**src/rtl/fifo_wr_arbiter.sv**
```systemverilog
// ---------------------------------------------------------------------------
// fifo_wr_arbiter
//
// Round-robin arbiter that lets NREQ requesters share the write port of one
// downstream synchronous FIFO. One requester is granted at a time. A grant
// lasts for at most MAX_BURST accepted beats. It ends earlier if the
// requester drops its valid. The FIFO full flag stalls the burst without
// ending it.
//
// Parameters
//   WIDTH      data width of each requester and of the FIFO write port
//   NREQ       number of requesters (2..8)
//   MAX_BURST  maximum beats per grant (1..16)
//
// Ports
//   clk          rising-edge clock
//   reset        asynchronous active-low reset, released synchronously
//   req_valid    per-requester write request
//   req_data     requester i data at [i*WIDTH +: WIDTH]
//   req_ready    per-requester accept (beat = valid & ready at clk rise)
//   fifo_full    full flag from the FIFO
//   fifo_wr_en   FIFO write enable
//   fifo_wdata   FIFO write data (zero when no write)
//   grant_id     index of the currently granted requester
//   busy         high while a grant is active
//   write_count  accepted beats since reset, wraps at 16 bits
// ---------------------------------------------------------------------------
module fifo_wr_arbiter #(
  parameter int WIDTH     = 8,
  parameter int NREQ      = 4,
  parameter int MAX_BURST = 4
) (
  input  logic                      clk,
  input  logic                      reset,
  input  logic [NREQ-1:0]           req_valid,
  input  logic [NREQ*WIDTH-1:0]     req_data,
  output logic [NREQ-1:0]           req_ready,
  input  logic                      fifo_full,
  output logic                      fifo_wr_en,
  output logic [WIDTH-1:0]          fifo_wdata,
  output logic [$clog2(NREQ)-1:0]   grant_id,
  output logic                      busy,
  output logic [15:0]               write_count
);

  localparam int GW = $clog2(NREQ);
  // One extra bit so the counter can hold MAX_BURST itself when the last
  // beat is taken; this also keeps the width non-zero when MAX_BURST is 1.
  localparam int BW = $clog2(MAX_BURST + 1);
  localparam logic [BW-1:0] LAST_BEAT = BW'(MAX_BURST - 1);

  typedef enum logic {
    IDLE  = 1'b0,
    GRANT = 1'b1
  } state_t;

  state_t          state;
  state_t          state_nxt;
  logic [GW-1:0]   grant_q;
  logic [GW-1:0]   grant_nxt;
  logic [GW-1:0]   last_q;
  logic [GW-1:0]   last_nxt;
  logic [BW-1:0]   beat_q;
  logic [BW-1:0]   beat_nxt;
  logic [15:0]     wcnt_q;
  logic [15:0]     wcnt_nxt;

  logic [WIDTH-1:0] data_arr [NREQ];
  logic             sel_valid;

  // Round-robin search. The search starts one past the last requester that
  // released the port and wraps around. The releasing requester is
  // therefore checked last.
  function automatic logic [GW-1:0] rr_pick(input logic [NREQ-1:0] v,
                                            input logic [GW-1:0]   last);
    logic [GW-1:0] pick;
    logic          found;
    int            idx;
    pick  = '0;
    found = 1'b0;
    for (int k = 1; k <= NREQ; k++) begin
      idx = (int'(last) + k) % NREQ;
      if (!found && v[GW'(idx)]) begin
        pick  = GW'(idx);
        found = 1'b1;
      end
    end
    return pick;
  endfunction

  for (genvar g = 0; g < NREQ; g++) begin : g_unpack
    assign data_arr[g] = req_data[g*WIDTH +: WIDTH];
  end

  // Only the granted requester's valid matters. Activity on other
  // requesters cannot reach the outputs while a grant is held.
  assign sel_valid   = req_valid[grant_q];
  assign grant_id    = grant_q;
  assign write_count = wcnt_q;

  // Next-state and output decode
  always_comb begin
    state_nxt  = state;
    grant_nxt  = grant_q;
    last_nxt   = last_q;
    beat_nxt   = beat_q;
    wcnt_nxt   = wcnt_q;
    busy       = 1'b0;
    fifo_wr_en = 1'b0;
    fifo_wdata = '0;
    req_ready  = '0;

    case (state)
      IDLE: begin
        // Arbitration only; no beat can transfer in this state.
        if (|req_valid) begin
          grant_nxt = rr_pick(req_valid, last_q);
          beat_nxt  = '0;
          state_nxt = GRANT;
        end
      end

      GRANT: begin
        busy = 1'b1;
        // fifo_full masks the write here, so the FIFO never sees a write
        // while it is full.
        fifo_wr_en         = sel_valid & ~fifo_full;
        req_ready[grant_q] = fifo_wr_en;
        if (fifo_wr_en) begin
          fifo_wdata = data_arr[grant_q];
          beat_nxt   = beat_q + BW'(1);
          wcnt_nxt   = wcnt_q + 16'd1;
          if (beat_q == LAST_BEAT) begin
            state_nxt = IDLE;
            last_nxt  = grant_q;
          end
        end else if (!sel_valid) begin
          // The requester withdrew. Release the port without a beat.
          state_nxt = IDLE;
          last_nxt  = grant_q;
        end
        // Otherwise the FIFO is full. Hold the grant and do not count a beat.
      end

      default: begin
        state_nxt = IDLE;
      end
    endcase
  end

  // State registers
  always_ff @(posedge clk or negedge reset) begin
    if (!reset) begin
      state   <= IDLE;
      grant_q <= '0;
      // Requester 0 gets first priority after reset.
      last_q  <= GW'(NREQ - 1);
      beat_q  <= '0;
      wcnt_q  <= '0;
    end else begin
      state   <= state_nxt;
      grant_q <= grant_nxt;
      last_q  <= last_nxt;
      beat_q  <= beat_nxt;
      wcnt_q  <= wcnt_nxt;
    end
  end

endmodule

```
**config.mk**
```make
export PLATFORM = sky130hd
export DESIGN_NAME = fifo_wr_arbiter
export DESIGN_NICKNAME = d
export VERILOG_FILES = /design/src/rtl/fifo_wr_arbiter.sv
export SDC_FILE = /design/constraint.sdc
export NUM_CORES = 1
export LEC_CHECK = 0
export CORE_ASPECT_RATIO = 0.75
export CORE_UTILIZATION = 25
export DETAILED_ROUTE_END_ITERATION = 10
export DONT_BUFFER_PORTS = 1
export SETUP_SLACK_MARGIN = 0.5
export SLEW_MARGIN = 20
export SYNTH_ARGS = -nofsm -noshare
export SYNTH_HDL_FRONTEND = slang
export SYNTH_SLANG_ARGS = --single-unit
```
**constraint.sdc**
```tcl
create_clock -name clk -period 1.7 [get_ports clk]
set_input_delay 0.17 -clock clk [delete_from_list [all_inputs] [get_ports clk]]
set_output_delay 0.17 -clock clk [all_outputs]
set_load 0.02 [all_outputs]
```
== Word-level counts from Yosys, hierarchy flattened ==
Cells that the tools add are included.

* Add/sub/neg operators: 6
* Magnitude comparators: 7
* Eq/ne operators: 5
* Mux-type cells: 48
* Bitwise gates (word level): 5
* Reduce and logical (&&, ||, !) cells: 12

{| class="wikitable"
|+ Operators by type and width
! kind !! count
|-
| $mux 8 || 4
|-
| $mux 1 || 25
|-
| $add 16x1->16 const B || 1
|-
| $bmux 8 s2 || 1
|-
| $lt 2x4->1 const B || 4
|-
| $mux 2 || 7
|-
| $bmux 1 s2 || 5
|-
| $mux 3 || 2
|-
| $ne 2x1->1 const B || 3
|-
| $pmux 3 s2 || 1
|-
| $reduce_and 2->1 || 3
|-
| $add 2x1->2 const B || 2
|-
| $add 2x2->2 const B || 2
|-
| $and 4x4->4 || 1
|-
| $logic_and 1x1->1 || 4
|-
| $mux 4 || 1
|-
| $reduce_or 4->1 || 1
|-
| $add 3x1->3 const B || 1
|-
| $eq 3x2->1 const B || 1
|-
| $ge 3x3->1 const B || 1
|-
| $logic_not 1->1 || 3
|-
| $lt 2x3->1 const B || 1
|-
| $not 2->3 || 1
|-
| $reduce_and 3->1 || 1
|-
| 6 further kinds || 7
|}

* Register bits after elaboration: 24
* Input port bits: 39
* Output and inout bits: 32
* Word-level logic and storage cells: 88

== Longest topological paths before layout ==
Gate-level depths: netlist of run 1.

* Word-level depth: 20
* Depth in mapped cells: 7
* Depth with buffers taken out: 5

== Least setup slack after synthesis of run 1 ==
OpenSTA, ideal clock, no wires.

* Kind: reg2out
* From: reg grant_q[1], in the netlist grant_id[1]
* To: out fifo_wdata[0]
* Arrival: 1643 ps
* Required time: 1530 ps
* Slack: -113 ps
* Cell stages (with the launch flop): 7
* Buffers on the path: 2
* Path through: dfrtp_1 buf_6 mux2_4 a22oi_4 inv_4 buf_2 and2_1

* Word-level cells in the longest chain between the ends: 6
* Elaborated cells between the ends (all ways): 9
* Classes of those cells: mux (7); bitwise (2)

{| class="wikitable"
|+ RTL lines
! element !! line !! source
|-
| start: declaration || 59 || <nowiki>logic [GW-1:0] grant_q;</nowiki>
|-
| start signal: assignment || 162 || <nowiki>grant_q <= grant_nxt;</nowiki>
|-
| $not 2->3 (implied by the code) || 130 || <nowiki>fifo_wdata = data_arr[grant_q];</nowiki>
|-
| $bmux 8 s2 || 130 ||
|-
| $mux 8 (implied by the code) (2 in a row) || 130 ||
|-
| $mux 8 * || 129 || <nowiki>if (fifo_wr_en) begin</nowiki>
|-
| $mux 8 * || 113 || <nowiki>case (state)</nowiki>
|-
| end: declaration || 40 || <nowiki>output logic [WIDTH-1:0] fifo_wdata,</nowiki>
|}

Mark *: on every way between the ends. The rest lies on a longest branch, timed or not. The select of a mux whose other input is x is not followed.

== Worst setup path after layout of run 1 ==
* From: reg grant_q[1], in the netlist grant_id[1]
* To: out fifo_wdata[4]

The elaborated chain is that of the path after synthesis.

==> run summary, run 1 <==
status - complete, but fails checks
failing checks - setup timing
PwrDens - 1540 nW/µm²
hold_ws - 0.0750 ns
Unique masters post-synth - 36
WL final - 3890 µm
Pleak - 0.00106 µW
Post-synth EDFFs - 0
Int Pwr - 2140 µW
share of the synthesized area in the top cell type - 35.9%
Rows - 24
global-route wire length before repair - 6350 µm
Routed wire per std cell - 15.8 µm
routability cong. - 0.746
Worst R2R Path Depth - 6
most area-consuming cells after synthesis - dfrtp_1, mux4_2, xor2_1
clk buf depth - 2
Tot GR Track Use - 12.6%
#FFs+latches synth - 24
clk root buf - clkbuf_8
first-pass iteration count of the detailed router - 4
H-tree Lvls - 1
Logic pwr share - 60.0%
largest net degree at the start of global routing - 25
Seq pwr share - 25.3%
yosys warns - 0
Final Instance Area - 2230 µm²
Die Ht - 69.8 µm
core area - 5860 µm²
Arr. time, crit path - 1.59 ns
period utilization - 104%
final worst setup slack - -0.0620 ns
starting density of the core - 26.2%
peak supply drop - 463 µV
Max-Cap Viols - 0
Area Overhead vs Synth - 45.1%
Tmin final - 1.76 ns
dpl cell area - 1790 µm²
post-synthesis sequential area ratio - 39.3%
initial antenna violation count - 0
cts bufs inserted - 3
Worst Hold Depth - 2
Die ar. - 6460 µm²
Layout fillers - 552
Final ANT Viol Nets - 0
clock sinks - 24
RSZ-0062 raised after global routing - yes
Hold Crit Class - input pin to flip-flop
# setup viols final - 10
ys async rst share - 100%
Nets - 211
CP required - 1.53 ns
type of the worst setup path - flip-flop to primary output
Clock transition at path regs - 0.09 ns
Final Hold Violating Endpoints - 0
mean post-synth cell area - 11.1 µm²
setup_tns - -0.484 ns
Clock power frac - 14.7%
Worst Setup End Kind - primary output
Setup Skew - 0.00732 ns
Tot Pwr - 3440 µW
CP max FO - 10
FMAX - 568 MHz
Worst slew margin - 60.0%
Slew Viols, Final - 0
Net Switching - 1300 µW
Inserted Diodes - 0
Multi-input gate area - 1070 µm²
DR vias - 1211
CTS tree - built
Remaining DRCs - 0
Synth Flop Type - dfrtp_1
cell taking the most area after synthesis - dfrtp_1
die span in x - 92.5 µm
vias in the first global route - 1207
layout cell share with drive strength beyond 1 - 53.0%
Sw Share - 37.8%
clk_lat worst skew - 0.27 ns
DRT iter0 DRCs - 105
Ports - 71
Port Buffers - 0
Worst Tran Pin Value - 0.598 ns
Layout Utilization - 38.0%
Syn Std Cell Area - 1530 µm²
Gate Count Post-Synth - 138
DR vias/cell - 4.92
grt ovf - 0
Mapped Nets - 180
sequential cell area - 608 µm²
CP Launch Type - flip-flop
Final HPWL DP - 2710 µm
power groups by stage:
stage	logic (µW)	clock network (µW)	registers, µW
6_report	2060	506	869
5_1_grt	2220	539	892
4_1_cts	2000	523	861
3_5_place_dp	1510	0	883
3_3_place_gp	1500	0	883
2_1_floorplan	1120	0	992
flip-flops by register name (all words and copies together) (netlist names):
register and flops:
beat_q 3, grant_id 2, last_q 2, state 1, write_count 16
critical path: stages, from the launching register on:
cell and delay [ns]:
dfrtp_2 0.44, mux2_4 0.33, a22oi_4 0.26, inv_6 0.09, and2_4 0.20
cell families (layout without fill, tap and decap cells):
group | after synthesis | in the layout | share of synthesized area [%]
AOI/OAI and AO/OA | 14 | 14 | 7.42
xor gates and xnor gates | 15 | 15 | 8.56
adders and majority gates | 3 | 3 | 2.45
buffers and inverters | 12 | 42 | 4.24
DFF | 24 | 24 | 39.3
muxes | 15 | 15 | 17.5
and+or+nand+nor | 55 | 55 | 20.6
metrics by stage:
stage               cells  setup WS, ns
finish                246       -0.0620
global route          246        -0.128
CTS                   243       -0.0664
detailed placement    225        0.0591
global placement      225        0.0898
floorplan             138       -0.0177
area by class of cell:
cell class	count	area share (%)
repair buffers	33	16.0
inverters	5	1.07
flip-flops and latches	24	27.3
well taps	78	4.38
multi-input cells	102	48.1
clock inverters	1	1.35
clock buffers	3	1.85
synthesized netlist by cell type (3+ instances only):
| master | n |
|---|---|
| nand3_1 | 3 |
| ha_1 | 3 |
| o21ai_0 | 3 |
| xor2_1 | 9 |
| mux4_2 | 8 |
| mux2_4 | 3 |
| inv_1 | 4 |
| and3_1 | 6 |
| nor4_1 | 3 |
| nor2_1 | 5 |
| nand2_1 | 11 |
| and2_1 | 10 |
| clkbuf_1 | 3 |
| dfrtp_1 | 22 |
| nand4_1 | 9 |
| xnor2_1 | 6 |
| nor3_1 | 3 |
layout by cell type (no fill, tap or decap), types with 4 or more instances in the layout:
cell type | Yosys | layout
inv_1 | 4 | 4
xor2_1 | 9 | 9
nand4_1 | 9 | 9
dfrtp_1 | 22 | 18
dfrtp_2 | 0 | 4
nand2_1 | 11 | 8
and3_1 | 6 | 4
mux2_4 | 3 | 4
buf_6 | 2 | 6
and2_4 | 0 | 8
xnor2_1 | 6 | 5
buf_12 | 0 | 6
buf_4 | 0 | 19
mux4_2 | 8 | 8
layer usage:
| metal | share of wire (%) | GRT usage (%) |
|---|---|---|
| met1 | 43 | 15.8 |
| met2 | 49 | 21.2 |
| met3 | 6.4 | 3.95 |
| met4 | 1.0 | 3.13 |
| met5 | 0 | 0 |
timing repair:
action / in CTS / in global routing
resized for setup: 37 / 5
endpoints found under the setup margin: 36 / 37
buffers inserted: 12 / 3
hold buffers: 2 / 0
endpoints found under the hold margin: 24 / 0
pin swaps: 8 / 6
path summary, 6_finish.rpt:
check / startpoint / endpoint / slack (ns)
setup / recovery: grant_id[1] / fifo_wdata[4] / -0.06
hold reg to reg: beat_q[1] / beat_q[1] / 0.53
setup reg to reg: grant_id[1] / write_count[15] / -0.01
min in group asynchronous: reset / write_count[7] / 0.33
max in group asynchronous: reset / last_q[1] / 1.15
hold / removal: req_valid[2] / grant_id[1] / 0.08
(Power assumes the default switching activity.)
==> run 2, diff against run 1 <==
--- a/config.mk
+++ b/config.mk
@@ -6,9 +6,10 @@
 export NUM_CORES = 1
 export LEC_CHECK = 0
 export CORE_ASPECT_RATIO = 0.75
-export CORE_UTILIZATION = 25
+export CORE_UTILIZATION = 24
 export DETAILED_ROUTE_END_ITERATION = 10
 export DONT_BUFFER_PORTS = 1
+export REMOVE_ABC_BUFFERS = 1
 export SETUP_SLACK_MARGIN = 0.5
 export SLEW_MARGIN = 20
 export SYNTH_ARGS = -nofsm -noshare
==> constraint.sdc (replaced) <==
create_clock -name clk -period 1.7 [get_ports clk]
set_input_delay 0.085 -clock clk [delete_from_list [all_inputs] [get_ports clk]]
set_output_delay 0.085 -clock clk [all_outputs]
set_load 0.02 [all_outputs]
==> run summary, run 2 (synthesis gave the netlist of run 1 again) <==
sequential cell area - 606 µm² (-0.41%)
global-route wire length before repair - 6440 µm (+1.5%)
Net Switching - 1270 µW (-2.6%)
Layout fillers - 595 (+7.8%)
CTS tree - built
Logic pwr share - 58.6% (-1.4 points)
clock sinks - 24 (unchanged)
Area Overhead vs Synth - 42.8%
Tot Pwr - 3340 µW (-2.8%)
DR vias - 1194 (-1.4%)
cts bufs inserted - 3 (unchanged)
Clock transition at path regs - 0.08 ns (about the same)
WL final - 4180 µm (+7.4%)
Die Ht - 71.2 µm (+2.0%)
Ports - 71 (unchanged)
Die ar. - 6720 µm² (+4.1%)
DR vias/cell - 4.85 (-1.4%)
grt ovf - 0 (unchanged)
CP max FO - 5 (-5)
Remaining DRCs - 0 (unchanged)
status - finished, final reports clean
Tot GR Track Use - 12.6% (-0.032 points)
DRT iter0 DRCs - 27 (-74%)
initial antenna violation count - 0 (unchanged)
# setup viols final - 0 (-10)
Final Hold Violating Endpoints - 0 (unchanged)
Hold Crit Class - input pin to flip-flop
first-pass iteration count of the detailed router - 4 (unchanged)
Pleak - 0.00105 µW (-1.6%)
Arr. time, crit path - 1.60 ns (about the same)
hold_ws - 0.0294 ns (-0.0457 ns)
dpl cell area - 1740 µm² (-2.9%)
clk root buf - clkbuf_8
clk buf depth - 2 (unchanged)
Max-Cap Viols - 0 (unchanged)
largest net degree at the start of global routing - 25 (unchanged)
Worst Setup End Kind - primary output
Worst Tran Pin Value - 0.443 ns (-0.154 ns)
FMAX - 593 MHz (+4.5%)
Final HPWL DP - 3010 µm (+11%)
CP Launch Type - flip-flop
H-tree Lvls - 1 (unchanged)
Inserted Diodes - 0 (unchanged)
number of flip-flops in the largest register - 16 (unchanged)
layout cell share with drive strength beyond 1 - 52.4% (-0.60 points)
routability cong. - 0.718 (-3.6%)
peak supply drop - 410 µV (-12%)
Final ANT Viol Nets - 0 (unchanged)
Rows - 24 (unchanged)
PwrDens - 1530 nW/µm² (-1.2%)
die span in x - 94.3 µm (+2.0%)
Slew Viols, Final - 0 (unchanged)
Layout Utilization - 36.7% (-1.4 points)
Multi-input gate area - 1060 µm² (-1.3%)
Buf/Inv on CP - 1 (unchanged)
type of the worst setup path - flip-flop to primary output
starting density of the core - 25.7% (-0.53 points)
commonest non-fill, non-tap cell in the layout - dfrtp_1
Sw Share - 37.9% (+0.075 points)
Tmin final - 1.69 ns (-0.0752 ns)
crit-path cells - clkbuf_16 -> mux4_2 -> and2_4
Top delay family on crit path - flip-flops
Int Pwr - 2080 µW (-2.9%)
Seq pwr share - 26.3% (+1.0 points)
Worst slew margin - 70.3% (+10 points)
most frequent cells in the layout - dfrtp_1, buf_4
core area - 5980 µm² (+2.1%)
critical path's slowest cell - dfrtp_2
Setup Skew - 0.00926 ns (+0.00193 ns)
Nets - 211 (unchanged)
RSZ-0062 raised after global routing - yes
period utilization - 99.2% (-4.4 points)
Clock power frac - 15.1% (+0.4 points)
Final Instance Area - 2190 µm² (-1.6%)
slowest cell delay on critical path - 0.48 ns (+0.04 ns)
Port Buffers - 0 (unchanged)
Routed wire per std cell - 17.0 µm (+7.4%)
vias in the first global route - 1275 (+5.6%)
CP required - 1.62 ns (+0.09 ns)
clk_lat worst skew - 0.27 ns (about the same)
## run 2: path summary, 6_finish.rpt
check | start | to | slack [ns] | cells past startpoint
worst max-delay path | grant_id[0] | fifo_wdata[5] | 0.01 | 3
worst min-delay path | fifo_full | state | 0.03 | 2
worst max register to register | grant_id[1] | write_count[6] | 0.06 | 6
worst min register to register | beat_q[1] | beat_q[1] | 0.51 | 2
max in group asynchronous | reset | last_q[0] | 1.23 | 2
min in group asynchronous | reset | write_count[15] | 0.23 | 2
## run 2: final cells by class
cell class,count,share of cell area (%)
multi-input combinational,102,48.2
sequential,24,27.6
timing repair buffer,33,15.4
tap,78,4.45
clock buffer,3,1.88
clock inverter,1,1.37
inverter,5,1.09
## run 2: repair_timing
item,in CTS,in global routing
buffers inserted,10,1
pin swaps,13,11
hold endpoints to repair,25,0
gates resized for setup,61,10
gates cloned,1,0
endpoints found under the setup margin,36,37
hold buffers,3,0
## run 2: power by group through the flow
stage,combinational (µW),clock [µW],sequential (µW)
4_1_cts,1930,520,880
5_1_grt,2120,540,904
6_report,1960,504,880
2_1_floorplan,784,0,1070
3_5_place_dp,1450,0,864
3_3_place_gp,1430,0,861
## run 2: worst reg2reg max path: stages, from the launching register on
cell     delay [ns]
dfrtp_2        0.45
mux2_4         0.35
a22oi_4        0.24
buf_6          0.15
buf_12         0.15
nor3_4         0.06
xor2_1         0.15
## run 2: stage by stage
step | setup TNS (ns) | cells | worst slack, ns
finish | 0 | 246 | 0.0132
global route | -0.379 | 246 | -0.0515
CTS | -0.0626 | 245 | -0.0142
detailed placement | 0 | 227 | 0.0820
global placement | 0 | 227 | 0.110
floorplan | -4.44 | 131 | -0.335
## run 2: per-layer routing
layer,vias to the layer above,wire length (µm),global-route usage (%)
li1,564,-,-
met1,583,1800,15.5
met2,45,1980,21.3
met3,2,380,4.56
met4,0,17,2.56
met5,-,0,0
